### src/rtl/abr_prim_cdc_pkg.sv
// Shared CDC primitive types.
// Holds the state encoding of the synchronizer stability filter.
package abr_prim_cdc_pkg;

    typedef enum logic {
        SYNC_STABLE   = 1'b0,
        SYNC_SETTLING = 1'b1
    } abr_sync_filt_state_e;

endpackage

### src/rtl/abr_prim_cdc_rand_delay.sv
// Random-delay shim placed ahead of a synchronizer's first flop.
// When enabled it may hold the previous capture for one extra cycle to model a missed capture.
module abr_prim_cdc_rand_delay #(
    parameter int unsigned DataWidth = 1,
    parameter bit          Enable    = 1'b1
) (
    input  logic                 clk_i,
    input  logic                 rst_b,
    input  logic [DataWidth-1:0] prev_i,
    input  logic [DataWidth-1:0] src_i,
    output logic [DataWidth-1:0] data_o
);

    logic [7:0] lfsr_r;
    logic       held_r;
    logic       hold_s;

    // Decide whether to miss this capture; never twice in a row.
    always_comb begin
        hold_s = 1'b0;
        if (Enable && lfsr_r[0] && !held_r && (src_i != prev_i)) begin
            hold_s = 1'b1;
        end else begin
            hold_s = 1'b0;
        end
    end

    assign data_o = hold_s ? prev_i : src_i;

    // Pseudo-random source and one-extra-cycle limiter.
    always_ff @(posedge clk_i or negedge rst_b) begin
        if (!rst_b) begin
            lfsr_r <= 8'hA5;
            held_r <= 1'b0;
        end else begin
            lfsr_r <= {lfsr_r[6:0], lfsr_r[7] ^ lfsr_r[5] ^ lfsr_r[4] ^ lfsr_r[3]};
            held_r <= hold_s;
        end
    end

endmodule

### src/rtl/abr_prim_flop_2sync.sv
// Two-flop synchronizer with a random-delay shim in front of the first flop.
// Both flops reset to ResetValue so reset release produces no apparent edge.
module abr_prim_flop_2sync #(
    parameter int unsigned          DataWidth       = 1,
    parameter logic [DataWidth-1:0] ResetValue      = '0,
    parameter bit                   EnableRandDelay = 1'b1
) (
    input  logic                 clk_i,
    input  logic                 rst_b,
    input  logic [DataWidth-1:0] d_i,
    output logic [DataWidth-1:0] q_o
);

    logic [DataWidth-1:0] q1_r;
    logic [DataWidth-1:0] q2_r;
    logic [DataWidth-1:0] shim_s;

    abr_prim_cdc_rand_delay #(
        .DataWidth (DataWidth),
        .Enable    (EnableRandDelay)
    ) u_rand_delay (
        .clk_i  (clk_i),
        .rst_b  (rst_b),
        .prev_i (q1_r),
        .src_i  (d_i),
        .data_o (shim_s)
    );

    // Synchronizer chain.
    always_ff @(posedge clk_i or negedge rst_b) begin
        if (!rst_b) begin
            q1_r <= ResetValue;
            q2_r <= ResetValue;
        end else begin
            q1_r <= shim_s;
            q2_r <= q1_r;
        end
    end

    assign q_o = q2_r;

endmodule

### src/rtl/abr_prim_sync_filter.sv
// Destination-domain capture of a quasi-static bus: 2-flop sync followed by a
// stability filter that commits a word only after StableCycles equal samples.
module abr_prim_sync_filter
    import abr_prim_cdc_pkg::*;
#(
    parameter int unsigned          DataWidth       = 1,
    parameter int                   StableCycles    = 2,
    parameter logic [DataWidth-1:0] ResetValue      = '0,
    parameter bit                   EnableRandDelay = 1'b1
) (
    input  logic                 clk_i,
    input  logic                 rst_b,
    input  logic [DataWidth-1:0] async_i,
    output logic [DataWidth-1:0] data_o,
    output logic                 change_o,
    output logic                 glitch_o,
    output logic                 busy_o
);

    localparam int CntW = $clog2(StableCycles + 1);
    localparam logic [CntW-1:0] CntOne  = CntW'(1);
    localparam logic [CntW-1:0] CntLast = CntW'(StableCycles - 1);

    if (StableCycles < 1) begin : gen_bad_cfg
        $fatal(1, "abr_prim_sync_filter: StableCycles must be >= 1");
    end

    abr_sync_filt_state_e state_r, state_s;
    logic [DataWidth-1:0] sync_s;
    logic [DataWidth-1:0] cand_r, cand_s;
    logic [DataWidth-1:0] data_r, data_s;
    logic [CntW-1:0]      cnt_r, cnt_s;
    logic                 change_r, change_s;
    logic                 glitch_r, glitch_s;
    logic                 busy_r;

    abr_prim_flop_2sync #(
        .DataWidth       (DataWidth),
        .ResetValue      (ResetValue),
        .EnableRandDelay (EnableRandDelay)
    ) u_sync (
        .clk_i (clk_i),
        .rst_b (rst_b),
        .d_i   (async_i),
        .q_o   (sync_s)
    );

    // Filter next-state: the whole word is one candidate, any bit change restarts it.
    always_comb begin
        state_s  = state_r;
        cand_s   = cand_r;
        cnt_s    = cnt_r;
        data_s   = data_r;
        change_s = 1'b0;
        glitch_s = 1'b0;
        case (state_r)
            SYNC_STABLE: begin
                if (sync_s != data_r) begin
                    if (StableCycles == 1) begin
                        data_s   = sync_s;
                        change_s = 1'b1;
                    end else begin
                        cand_s  = sync_s;
                        cnt_s   = CntOne;
                        state_s = SYNC_SETTLING;
                    end
                end else begin
                    state_s = SYNC_STABLE;
                end
            end
            SYNC_SETTLING: begin
                if (sync_s == cand_r) begin
                    if (cnt_r == CntLast) begin
                        data_s   = cand_r;
                        change_s = 1'b1;
                        cnt_s    = {CntW{1'b0}};
                        state_s  = SYNC_STABLE;
                    end else begin
                        cnt_s = cnt_r + CntOne;
                    end
                end else if (sync_s == data_r) begin
                    glitch_s = 1'b1;
                    cnt_s    = {CntW{1'b0}};
                    state_s  = SYNC_STABLE;
                end else begin
                    // New value while settling: drop the old candidate and restart.
                    glitch_s = 1'b1;
                    cand_s   = sync_s;
                    cnt_s    = CntOne;
                end
            end
            default: begin
                cnt_s   = {CntW{1'b0}};
                state_s = SYNC_STABLE;
            end
        endcase
    end

    // Filter state and registered outputs.
    always_ff @(posedge clk_i or negedge rst_b) begin
        if (!rst_b) begin
            state_r  <= SYNC_STABLE;
            cand_r   <= ResetValue;
            data_r   <= ResetValue;
            cnt_r    <= {CntW{1'b0}};
            change_r <= 1'b0;
            glitch_r <= 1'b0;
            busy_r   <= 1'b0;
        end else begin
            state_r  <= state_s;
            cand_r   <= cand_s;
            data_r   <= data_s;
            cnt_r    <= cnt_s;
            change_r <= change_s;
            glitch_r <= glitch_s;
            busy_r   <= (state_s == SYNC_SETTLING);
        end
    end

    assign data_o   = data_r;
    assign change_o = change_r;
    assign glitch_o = glitch_r;
    assign busy_o   = busy_r;

endmodule
### config.mk
export PLATFORM = sky130hd
export DESIGN_NAME = abr_prim_sync_filter
export DESIGN_NICKNAME = d
export VERILOG_FILES = /design/src/rtl/abr_prim_cdc_pkg.sv /design/src/rtl/abr_prim_cdc_rand_delay.sv /design/src/rtl/abr_prim_flop_2sync.sv /design/src/rtl/abr_prim_sync_filter.sv
export SDC_FILE = /design/constraint.sdc
export NUM_CORES = 1
export LEC_CHECK = 0
export BUFFER_PORTS_ARGS = -buffer_cell sky130_fd_sc_hd__buf_2
export CAP_MARGIN = 15
export CORE_MARGIN = 3
export CORE_UTILIZATION = 49
export CTS_CLUSTER_DIAMETER = 100
export DETAILED_ROUTE_END_ITERATION = 16
export GPL_ROUTABILITY_DRIVEN = 0
export GPL_TIMING_DRIVEN = 0
export PLACE_DENSITY = 0.74
export REMOVE_ABC_BUFFERS = 1
export SETUP_SLACK_MARGIN = 0.2
export SLEW_MARGIN = 5
export SYNTH_ARGS = -nofsm -noshare
export SYNTH_HDL_FRONTEND = slang
export SYNTH_SLANG_ARGS = --single-unit
### constraint.sdc
create_clock -name clk_i -period 1.02 [get_ports clk_i]
set_input_delay 0.102 -clock clk_i [delete_from_list [all_inputs] [get_ports clk_i]]
set_output_delay 0.102 -clock clk_i [all_outputs]
set_load 0.05 [all_outputs]
==> impl_results.html <==
<table>
<tr><th>Metric</th><th>Value</th></tr>
<tr><th colspan="2">Drt</th></tr>
<tr><td>Via Count</td><td>456</td></tr>
<tr><td>Count of nets left with antenna violations after detail routing</td><td>0</td></tr>
<tr><td>Number of DRC markers after the initial detailed-route iteration</td><td>4</td></tr>
<tr><td>Vias per Instance</td><td>5.182</td></tr>
<tr><td>Post-detailed-route wirelength per cell</td><td>13.08 µm</td></tr>
<tr><td>Number of detailed-route iterations in the first pass</td><td>4</td></tr>
<tr><td>DRC</td><td>0</td></tr>
<tr><td>Final routed wirelength across all metal layers</td><td>1151 µm</td></tr>
<tr><th colspan="2">Clock network</th></tr>
<tr><td>Maximum clock path buffer count</td><td>2</td></tr>
<tr><td>TritonCTS sink count</td><td>18</td></tr>
<tr><td>Clock tree root driver cell</td><td>sky130_fd_sc_hd__clkbuf_4</td></tr>
<tr><td>TritonCTS clock tree</td><td>done</td></tr>
<tr><td>Total number of H-tree levels</td><td>1</td></tr>
<tr><td>Number of buffers created by CTS</td><td>3</td></tr>
<tr><td>Source-to-sink clock delay at the later pin of the worst-skew pair</td><td>290 ps</td></tr>
<tr><td>Register clock-pin slew on the reported worst setup and hold paths</td><td>100 ps</td></tr>
<tr><th colspan="2">Synth</th></tr>
<tr><td>Leading cell type by number of instances after synthesis</td><td>sky130_fd_sc_hd__dfrtp_1</td></tr>
<tr><td>Average instance area after synthesis</td><td>about 13 µm²</td></tr>
<tr><td>Area fraction in compound gates after synthesis</td><td>a little under an eighth</td></tr>
<tr><td>Ranking of synthesized cells by area</td><td>sky130_fd_sc_hd__dfrtp_1 48%, sky130_fd_sc_hd__dfstp_2 14%, sky130_fd_sc_hd__xnor2_1 3.6%</td></tr>
<tr><td>Area of the mapped netlist</td><td>725.7 µm²</td></tr>
<tr><td>Adder and majority cell fraction of the synthesized area</td><td>0%</td></tr>
<tr><td>Library cell occupying the most area in the post-synthesis netlist</td><td>sky130_fd_sc_hd__dfrtp_1</td></tr>
<tr><td>Xor/xnor cell area share of the yosys netlist</td><td>6.034%</td></tr>
<tr><td>Post-synthesis register bit count</td><td>18</td></tr>
<tr><td>Async SR Flop Fraction</td><td>100.0%</td></tr>
<tr><td>Proportion of synthesized area in mux cells</td><td>1.552%</td></tr>
<tr><td>Share of Yosys cell area claimed by the top area cell type</td><td>48.28%</td></tr>
<tr><td>Flip-flop cell with the highest count after synthesis</td><td>sky130_fd_sc_hd__dfrtp_1</td></tr>
<tr><td>Main combinational cell family by area after synthesis</td><td>simple AND/OR/NAND/NOR gates</td></tr>
<tr><td>Gate Count Post-Synth</td><td>58</td></tr>
<tr><td>Synth cell count leaders</td><td>14 x sky130_fd_sc_hd__dfrtp_1, 5 x sky130_fd_sc_hd__nor2_1, 4 x sky130_fd_sc_hd__dfstp_2, 3 x sky130_fd_sc_hd__o21ai_0, 3 x sky130_fd_sc_hd__xnor2_1</td></tr>
<tr><td>Unique cell type count in the Yosys netlist</td><td>30</td></tr>
<tr><td>Post-synthesis simple-gate area fraction</td><td>around 14%</td></tr>
<tr><td>Synth Warn #</td><td>0</td></tr>
<tr><td>Post-synth EDFFs</td><td>0</td></tr>
<tr><td>Sequential fraction of the synthesis area</td><td>~63%</td></tr>
<tr><th colspan="2">Run</th></tr>
<tr><td>Max Cap Viol</td><td>0</td></tr>
<tr><th colspan="2">Hold path</th></tr>
<tr><td>Min-Delay Startpoint</td><td>async_i</td></tr>
<tr><td>HP Class</td><td>input port to register</td></tr>
<tr><td>Hold path depth</td><td>2</td></tr>
<tr><td>Destination of the worst hold path</td><td>u_sync.q1_r$_DFFE_PN0N_</td></tr>
<tr><th colspan="2">Critical path</th></tr>
<tr><td>Reg2Reg Setup Slack</td><td>-40 ps</td></tr>
<tr><td>Reg2reg end</td><td>busy_o$_DFF_PN0_</td></tr>
<tr><td>Critical-path maximum fanout</td><td>7</td></tr>
<tr><td>Kind of launch point of the worst setup path</td><td>register</td></tr>
<tr><td>Worst endpoint required time</td><td>around 1200 ps</td></tr>
<tr><td>CP endpoint kind</td><td>register</td></tr>
<tr><td>Data arrival time of the worst path</td><td>1280 ps</td></tr>
<tr><td>Reg2reg start</td><td>busy_o$_DFF_PN0_</td></tr>
<tr><td>Reg2reg path depth</td><td>3</td></tr>
<tr><td>Path type of the worst setup path</td><td>register to register</td></tr>
<tr><th colspan="2">Timing</th></tr>
<tr><td>Slew of the pin with the lowest slew margin</td><td>375.0 ps</td></tr>
<tr><td>Setup TNS</td><td>-81.36 ps</td></tr>
<tr><td>Largest clock skew in the final design</td><td>3.379 ps</td></tr>
<tr><td>Post-layout minimum cycle time</td><td>1056 ps</td></tr>
<tr><td>Slew Limit Fails</td><td>0</td></tr>
<tr><td>Count of final hold-check violations</td><td>0</td></tr>
<tr><td>Period utilisation layout</td><td>103.6%</td></tr>
<tr><td>Max_slew headroom</td><td>75.00%</td></tr>
<tr><td>Final setup fails</td><td>4</td></tr>
<tr><td>Fin worst setup slack</td><td>-36.41 ps</td></tr>
<tr><td>Setup repair after global routing missed its margin</td><td>yes</td></tr>
<tr><td>Max Clock Freq</td><td>946.6 MHz</td></tr>
<tr><th colspan="2">Floorplan</th></tr>
<tr><td>Horizontal die dimension</td><td>44.49 µm</td></tr>
<tr><td>Y dimension of the die</td><td>approximately 44 µm</td></tr>
<tr><td>Std cell rows</td><td>13</td></tr>
<tr><td>I/O pin count</td><td>7</td></tr>
<tr><td>Starting utilization of the core area</td><td>53.75%</td></tr>
<tr><td>Die area</td><td>0.001979 mm²</td></tr>
<tr><td>Placeable Area</td><td>0.001350 mm²</td></tr>
<tr><th colspan="2">Cells and area</th></tr>
<tr><td>Filler Cell Count</td><td>98</td></tr>
<tr><td>Non-filler instance count after layout</td><td>88</td></tr>
<tr><td>Synthesis-to-finish area growth</td><td>28.62%</td></tr>
<tr><td>Share of post-route cells with drive strength above 1</td><td>49.32%</td></tr>
<tr><td>Number of antenna diodes</td><td>0</td></tr>
<tr><td>Post-layout nets</td><td>a little under 80</td></tr>
<tr><th colspan="2">Global routing</th></tr>
<tr><td>Pin count of the biggest net entering global routing</td><td>19</td></tr>
<tr><td>First-pass GRT wire length</td><td>1994 µm</td></tr>
<tr><td>Vias in the first global route</td><td>about 440</td></tr>
<tr><td>Global route total overflow</td><td>0</td></tr>
<tr><td>Global-route total usage across every layer</td><td>14.54%</td></tr>
<tr><td>Antenna violations before repair</td><td>0</td></tr>
<tr><th colspan="2">Place</th></tr>
<tr><td>Post-DP HPWL</td><td>694.2 µm</td></tr>
<tr><td>Place WS</td><td>-163.7 ps</td></tr>
<tr><td>Number of instances in the placed design</td><td>76</td></tr>
<tr><td>Count of port buffers added during placement</td><td>6</td></tr>
<tr><th colspan="2">Run status</th></tr>
<tr><td>Status</td><td>finished with violations</td></tr>
<tr><td>Violations in the final reports</td><td>setup timing</td></tr>
<tr><th colspan="2">Power and ir drop</th></tr>
<tr><td>Static leakage power</td><td>0.4279 nW</td></tr>
<tr><td>Total power divided by cell area</td><td>2555 mW/mm²</td></tr>
<tr><td>Worst vdd ir</td><td>1357 µV</td></tr>
<tr><td>Pwr Total</td><td>2.385 mW</td></tr>
</table>
state kept, by name, summed over array words and instances (netlist names):
| name | flops |
|---|---|
| busy_o | 1 |
| cand_r | 1 |
| change_o | 1 |
| cnt_r | 2 |
| data_o | 1 |
| glitch_o | 1 |
| u_sync.q1_r | 1 |
| u_sync.q_o | 1 |
| u_sync.u_rand_delay.held_r | 1 |
| u_sync.u_rand_delay.lfsr_r | 8 |
metrics by stage:
stage / utilization (%) / hold WS [ps] / area (µm²)
3_5_place_dp: 55.61 / 40.68 / 750.7
6_report: 69.14 / 71.15 / 933.4
3_3_place_gp: 55.61 / 38.02 / 750.7
5_1_grt: 69.14 / 50.52 / 933.4
2_1_floorplan: - / -193.6 / 701.9
4_1_cts: 67.28 / 54.76 / 908.4
routing by layer:
metal  vias up  global-route usage (%)  part of all wire, %
met1       221                   17.63                   48
li1        224                       -                    -
met3         0                   8.537                  5.6
met4         0                   3.614                    0
met2        11                   22.06                   46
met5         -                       0                    0
how the worst max path moves through the flow:
stage	slack [ps]	cells after the start	to	from
2_1_floorplan	-290	3	cnt_r[0]$_DFFE_PN0P_	data_o$_DFFE_PN0P_
3_3_place_gp	-140	3	busy_o$_DFF_PN0_	u_sync.q_o$_DFF_PN0_
3_5_place_dp	-160	3	busy_o$_DFF_PN0_	u_sync.q_o$_DFF_PN0_
4_1_cts	-30	3	busy_o$_DFF_PN0_	busy_o$_DFF_PN0_
5_1_grt	-90	3	busy_o$_DFF_PN0_	u_sync.q_o$_DFF_PN0_
6_report	-40	3	busy_o$_DFF_PN0_	busy_o$_DFF_PN0_
critical path: stages (launching register included):
cell and delay (ps):
sky130_fd_sc_hd__dfrtp_2 470, sky130_fd_sc_hd__a21bo_1 210, sky130_fd_sc_hd__o221a_1 210, sky130_fd_sc_hd__nor3_2 90
timing repair:
action	4_1_cts	5_1_grt
hold buffers	1	0
resized for setup	22	4
hold endpoints to repair	14	0
buffers inserted	7	0
setup endpoints to repair	13	14
pin swaps	7	7
placed cells by master, fill, tap and decap left out, types with 2 or more instances in the layout:
cell                       instances
sky130_fd_sc_hd__nor2_1            3
sky130_fd_sc_hd__nor2b_1           2
sky130_fd_sc_hd__xor2_2            2
sky130_fd_sc_hd__xnor2_2           2
sky130_fd_sc_hd__o21ai_1           3
sky130_fd_sc_hd__buf_6             7
sky130_fd_sc_hd__buf_4             4
sky130_fd_sc_hd__dfstp_2           4
sky130_fd_sc_hd__dfrtp_1          10
sky130_fd_sc_hd__clkbuf_4          3
sky130_fd_sc_hd__nor2_2            2
sky130_fd_sc_hd__o211ai_1          2
sky130_fd_sc_hd__buf_2             2
sky130_fd_sc_hd__dfrtp_2           4
layout make-up:
| type | instances | area [µm²] | area share [%] |
|---|---|---|---|
| clock buffer | 4 | 36.28 | 3.887 |
| inverter | 2 | 7.507 | 0.8043 |
| multi-input combinational | 35 | 281.5 | 30.16 |
| sequential | 18 | 460.4 | 49.33 |
| tap | 15 | 18.77 | 2.011 |
| timing repair buffer | 14 | 128.9 | 13.81 |
cell families (layout without fill, tap and decap cells):
kind of cell,after synthesis,in the layout
DFF,18,18
and+or+nand+nor,18,18
AOI/OAI and AO/OA,11,11
xor gates and xnor gates,5,5
buffers and inverters,5,20
muxes,1,1
power by group:
group          switching (mW)  internal, mW  leakage [nW]
combinational           0.521         0.454         0.189
sequential              0.149         0.832         0.218
clock                   0.211         0.217        0.0210
Note: power is estimated with default switching activity, not from simulation.
